[src/rtl/slot_spinner.sv]
// slot_spinner: three-reel slot machine FSM with staggered reel stops and win detection
module slot_spinner #(
  parameter int SPIN_DIV = 4,
  parameter int STOP_GAP = 8,
  parameter int MAX_SYM  = 9
) (
  input  logic       clk,
  input  logic       rst,
  input  logic       spin_btn,
  input  logic       stop_btn,
  output logic [3:0] slot1_num,
  output logic [3:0] slot2_num,
  output logic [3:0] slot3_num,
  output logic       busy,
  output logic       done,
  output logic       jackpot,
  output logic       pair
);
  localparam int PW = SPIN_DIV > 1 ? $clog2(SPIN_DIV) : 1;
  localparam int GW = STOP_GAP > 1 ? $clog2(STOP_GAP) : 1;
  typedef enum logic [2:0] {IDLE, SPIN, STOP1, STOP2, RESULT} state_t;
  state_t state, state_nx;
  logic [PW-1:0] presc;
  logic [GW-1:0] gap;
  logic par, spin_prev, stop_prev, spin_arm, stop_arm;
  logic spin_edge, stop_edge, spinning, tick, gap_end, run1, run2, run3, eq12, eq23, eq13;
  function automatic logic [3:0] up(input logic [3:0] v);
    return v == 4'(MAX_SYM) ? 4'd0 : v + 4'd1;
  endfunction
  function automatic logic [3:0] dn(input logic [3:0] v);
    return v == 4'd0 ? 4'(MAX_SYM) : v - 4'd1;
  endfunction
  // arm bits block an edge from a button that was already high when reset released
  assign spin_edge = spin_btn & ~spin_prev & spin_arm;
  assign stop_edge = stop_btn & ~stop_prev & stop_arm;
  assign spinning  = state inside {SPIN, STOP1, STOP2};
  assign tick      = spinning && presc == PW'(SPIN_DIV - 1);
  assign gap_end   = gap == GW'(STOP_GAP - 1);
  assign run1      = tick && state == SPIN && !stop_edge;
  assign run2      = tick && (state == SPIN || (state == STOP1 && !gap_end));
  assign run3      = tick && (state inside {SPIN, STOP1} || (state == STOP2 && !gap_end));
  assign eq12      = slot1_num == slot2_num;
  assign eq23      = slot2_num == slot3_num;
  assign eq13      = slot1_num == slot3_num;
  always_comb begin
    state_nx = state;
    case (state)
      IDLE:    state_nx = spin_edge ? SPIN : IDLE;
      SPIN:    state_nx = stop_edge ? STOP1 : SPIN;
      STOP1:   state_nx = gap_end ? STOP2 : STOP1;
      STOP2:   state_nx = gap_end ? RESULT : STOP2;
      default: state_nx = IDLE;
    endcase
  end
  always_ff @(posedge clk) begin
    if (rst) begin
      state     <= IDLE;
      presc     <= '0;
      gap       <= '0;
      par       <= 1'b0;
      spin_prev <= 1'b0;
      stop_prev <= 1'b0;
      spin_arm  <= 1'b0;
      stop_arm  <= 1'b0;
      slot1_num <= 4'd0;
      slot2_num <= 4'd0;
      slot3_num <= 4'd0;
      busy      <= 1'b0;
      done      <= 1'b0;
      jackpot   <= 1'b0;
      pair      <= 1'b0;
    end else begin
      state     <= state_nx;
      spin_prev <= spin_btn;
      stop_prev <= stop_btn;
      spin_arm  <= spin_arm | ~spin_btn;
      stop_arm  <= stop_arm | ~stop_btn;
      busy      <= state_nx != IDLE;
      done      <= state_nx == RESULT;
      if (state == IDLE && spin_edge) begin
        presc   <= '0;
        gap     <= '0;
        par     <= 1'b0;
        jackpot <= 1'b0;
        pair    <= 1'b0;
      end else if (spinning) begin
        presc <= tick ? '0 : presc + 1'b1;
        par   <= par ^ tick;
        gap   <= (state == SPIN || gap_end) ? '0 : gap + 1'b1;
      end
      if (run1) slot1_num <= up(slot1_num);
      if (run2) slot2_num <= dn(slot2_num);
      if (run3 && par) slot3_num <= up(slot3_num);
      // reel3 is frozen at this edge, so the current values are final
      if (state == STOP2 && gap_end) begin
        jackpot <= eq12 & eq23;
        pair    <= (eq12 | eq23 | eq13) & ~(eq12 & eq23);
      end
    end
  end
endmodule

[config.mk]
export PLATFORM = sky130hd
export DESIGN_NAME = slot_spinner
export DESIGN_NICKNAME = d
export VERILOG_FILES = /design/src/rtl/slot_spinner.sv
export SDC_FILE = /design/constraint.sdc
export NUM_CORES = 1
export LEC_CHECK = 0
export ABC_AREA = 0
export CAP_MARGIN = 20
export CORE_MARGIN = 2
export CORE_UTILIZATION = 50
export DETAILED_ROUTE_END_ITERATION = 6
export PLACE_DENSITY = 0.81
export SYNTH_ARGS = -nofsm -noshare
export SYNTH_HDL_FRONTEND = slang
export SYNTH_SLANG_ARGS = --single-unit
[constraint.sdc]
create_clock -name clk -period 2.2 [get_ports clk]
set_input_delay 0.66 -clock clk [delete_from_list [all_inputs] [get_ports clk]]
set_output_delay 0.66 -clock clk [all_outputs]
set_load 0.05 [all_outputs]
==> results.md <==
- Status: finished clean
- N_diodes: 0
- Synthesized area: 0.001436 mm²
- Initial Util: 52.54%
- All-Layer GR Usage: 19.77%
- WL per Instance: 13.64 µm
- Final Util: 60.82%
- Main synth FF type: dfxtp_1
- F_max: 0.4695 GHz
- Cell Rows: 19
- Flop-to-flop setup slack: 0.24 ns
- CTS H-tree depth: 2
- Syn avg cell area: 8.812 µm²
- Drt total wl: 2.918 mm
- Hold buffer count at cts: 0
- Clk pin slew, worst setup/hold paths: 0.09 ns
- Syn Nets: 170
- Largest family of logic cells by synthesized area: simple AND/OR/NAND/NOR gates
- XOR/XNOR share of the synthesized area: 11.59%
- Final net count: 189
- Final setup margin: 0.07005 ns
- Final Non-Filler Cells: 214
- Gpl congestion: 0.8083
- Compound-cell area share of the yosys netlist: 13.85%
- Layout cell share with drive strength beyond 1: 13.66%
- Post_cts resized: 0
- Via/cell ratio: 5.687
- Tmin final: 2.130 ns
- Core area: 0.002734 mm²
- PD cells: 540.9 mW/mm²
- Die ar.: 0.003318 mm²
- Synth warnings: 0
- Port bufs: 19
- Synth cell types: 42
- Antenna viol nets, final: 0
- Max-slew violation count: 0
- Die width: 57.60 µm
- Critical path class: reg -> out
- Worst path required time: 1.54 ns
- FF+latch area: 580.6 µm²
- Slowest stage delay, CP: 0.80 ns
- Final setup viols: 0
- Grt ovf: 0
- Crit-path max FO: 2
- Commonest cells after routing, fill and taps aside: 29 x dfxtp_1, 25 x nor2_1, 16 x xnor2_1, 16 x buf_4, 8 x a21oi_1
- Initial DRC Count: 28
- DP HPWL: 2.156 mm
- Inst Count DP: 206
- Delay-heaviest family, CP: buffers and inverters
- Headroom to the max-slew limit: 60.20%
- Area delta synth->final: 15.77%
- Setup TNS: 0 ns
- DR pass1 iterations: 4
- Least-Margin Pin Slew: 0.5964 ns
- First-pass GRT wire length: 4.961 mm
- Area occupied by multi-input gates: 782.0 µm²
- Pre-CTS setup slack: 0.1097 ns
- Async S/R FF share, synth: 0%
- Vias in the first global route: 1092
- DR vias: 1217
- Hold Vio Cnt, Final: 0
- Die Ht: 57.60 µm
- Synthesized instance count: 163
- CP Capture Type: primary output
- Synthesized flop and latch total: 29
- Clock Tree Buf Depth: 2
- Critical path's slowest cell: clkdlybuf4s50_1
- Max-cap violations: 0
- # DRC: 0
- Worst Setup Start Kind: flop
- Mux cell area share after synthesis: 3.484%
- Arrival time of the worst setup path: 1.47 ns
- Later-pin clock latency in the skew report: 0.33 ns
- Cts bufs inserted: 5
- Final worst-path cycle share: 96.82%
- Commonest non-fill, non-tap cell in the layout: dfxtp_1
- Top Ports: 20
- Max VDD drop: 0.3841 mV
- Pleak: 0.6393 nW
- CTS root buffer: clkbuf_4
- HP Class: reg -> reg
- Filler cells: 231
- Crit path buffers/inverters: 1
- EDFF count, synth: 0
- Clk sink count: 29
- Post-CTS setup buffers: 0
- Post-synthesis simple-gate area fraction: 22.91%
- Adder-cell area share of the yosys netlist: 2.613%
- Pin count of the biggest net entering global routing: 13
- CP cell instances: clkdlybuf4s50_1
- CTS tree: yes
- RSZ-0062 raised after global routing: false
- Initial antenna violation count: 0
- Seq/Total Area, Yosys: 40.42%
- Clock skew: 0.005496 ns
[tightest hold or removal path: cells and delay by family, from the launching register on]
family	cells	cell delay (ns)
AO/OA/AOI/OAI	1	0.06
buffers and inverters	1	0.05
flip-flops	1	0.32
[logic make-up (layout without fill, tap and decap cells)]
| group | after synthesis | count (layout) |
|---|---|---|
| AND/OR/NAND/NOR | 62 | 62 |
| adder cells (fa/ha/maj) | 3 | 3 |
| multiplexers | 5 | 5 |
| AO/OA/AOI/OAI | 28 | 28 |
| flip-flops | 29 | 29 |
| buffers and inverters | 17 | 37 |
| XOR/XNOR | 19 | 19 |
[through the flow]
step / hold slack (ns) / area (µm²) / total power [mW]
finish: 0.4690 / 1663 / 0.8994
global route: 0.4818 / 1663 / 0.9310
CTS: 0.4713 / 1663 / 0.9057
detailed placement: 0.4575 / 1614 / 0.6051
global placement: 0.4379 / 1614 / 0.6024
floorplan: 0.4302 / 1436 / 0.5853
[power by group]
| part | leakage [nW] | switching (mW) | internal [mW] |
|---|---|---|---|
| clock network | 0.0265 | 0.179 | 0.127 |
| logic | 0.378 | 0.0295 | 0.0223 |
| registers | 0.235 | 0.00770 | 0.534 |
[state kept, by name (all words and copies together), names as in the netlist]
register	flops
busy	1
done	1
gap	3
jackpot	1
pair	1
par	1
presc	2
slot1_num	4
slot2_num	4
slot3_num	4
spin_arm	1
spin_prev	1
state	3
stop_arm	1
stop_prev	1
[worst paths after layout]
kind,startpoint,endpoint,cells past startpoint
setup / recovery,pair$_SDFFE_PP0P_,pair,1
hold / removal,stop_arm$_SDFF_PP0_,stop_arm$_SDFF_PP0_,2
setup reg to reg,gap[0]$_SDFFE_PP0P_,slot3_num[3]$_SDFFE_PP0P_,6
hold reg to reg,stop_arm$_SDFF_PP0_,stop_arm$_SDFF_PP0_,2
[synth_stat cells, types with 2 or more instances]
cell,n,area (µm²)
dfxtp_1,29,580.6
nor2_1,25,93.84
xnor2_1,16,140.1
a21oi_1,8,40.04
clkbuf_1,7,26.28
inv_1,6,22.52
mux2i_1,5,50.05
nand2_1,5,18.77
nand4_1,5,31.28
nor2b_1,5,31.28
o21ai_0,5,25.02
nand3_1,4,20.02
a31oi_1,3,18.77
ha_1,3,37.54
nor3_1,3,15.01
or4_1,3,22.52
xor2_1,3,26.28
a22oi_1,2,15.01
nand2b_1,2,12.51
nand3b_1,2,15.01
[per-layer routing]
| layer | global-route usage, % | vias to the layer above | wire length (µm) |
|---|---|---|---|
| li1 | - | 599 | - |
| met1 | 22.71 | 571 | 1256 |
| met2 | 33.12 | 36 | 1446 |
| met3 | 5.215 | 11 | 144 |
| met4 | 10.96 | 0 | 71 |
| met5 | 0 | - | 0 |
[area by class of cell]
type                            count  area share, %
Clock buffer                        8          2.935
Inverter                            6          1.354
Multi-Input combinational cell    117          47.03
Sequential cell                    29          34.91
Tap cell                           31          2.333
Timing Repair Buffer               23          11.44
Power figures use the tool's default switching activity.
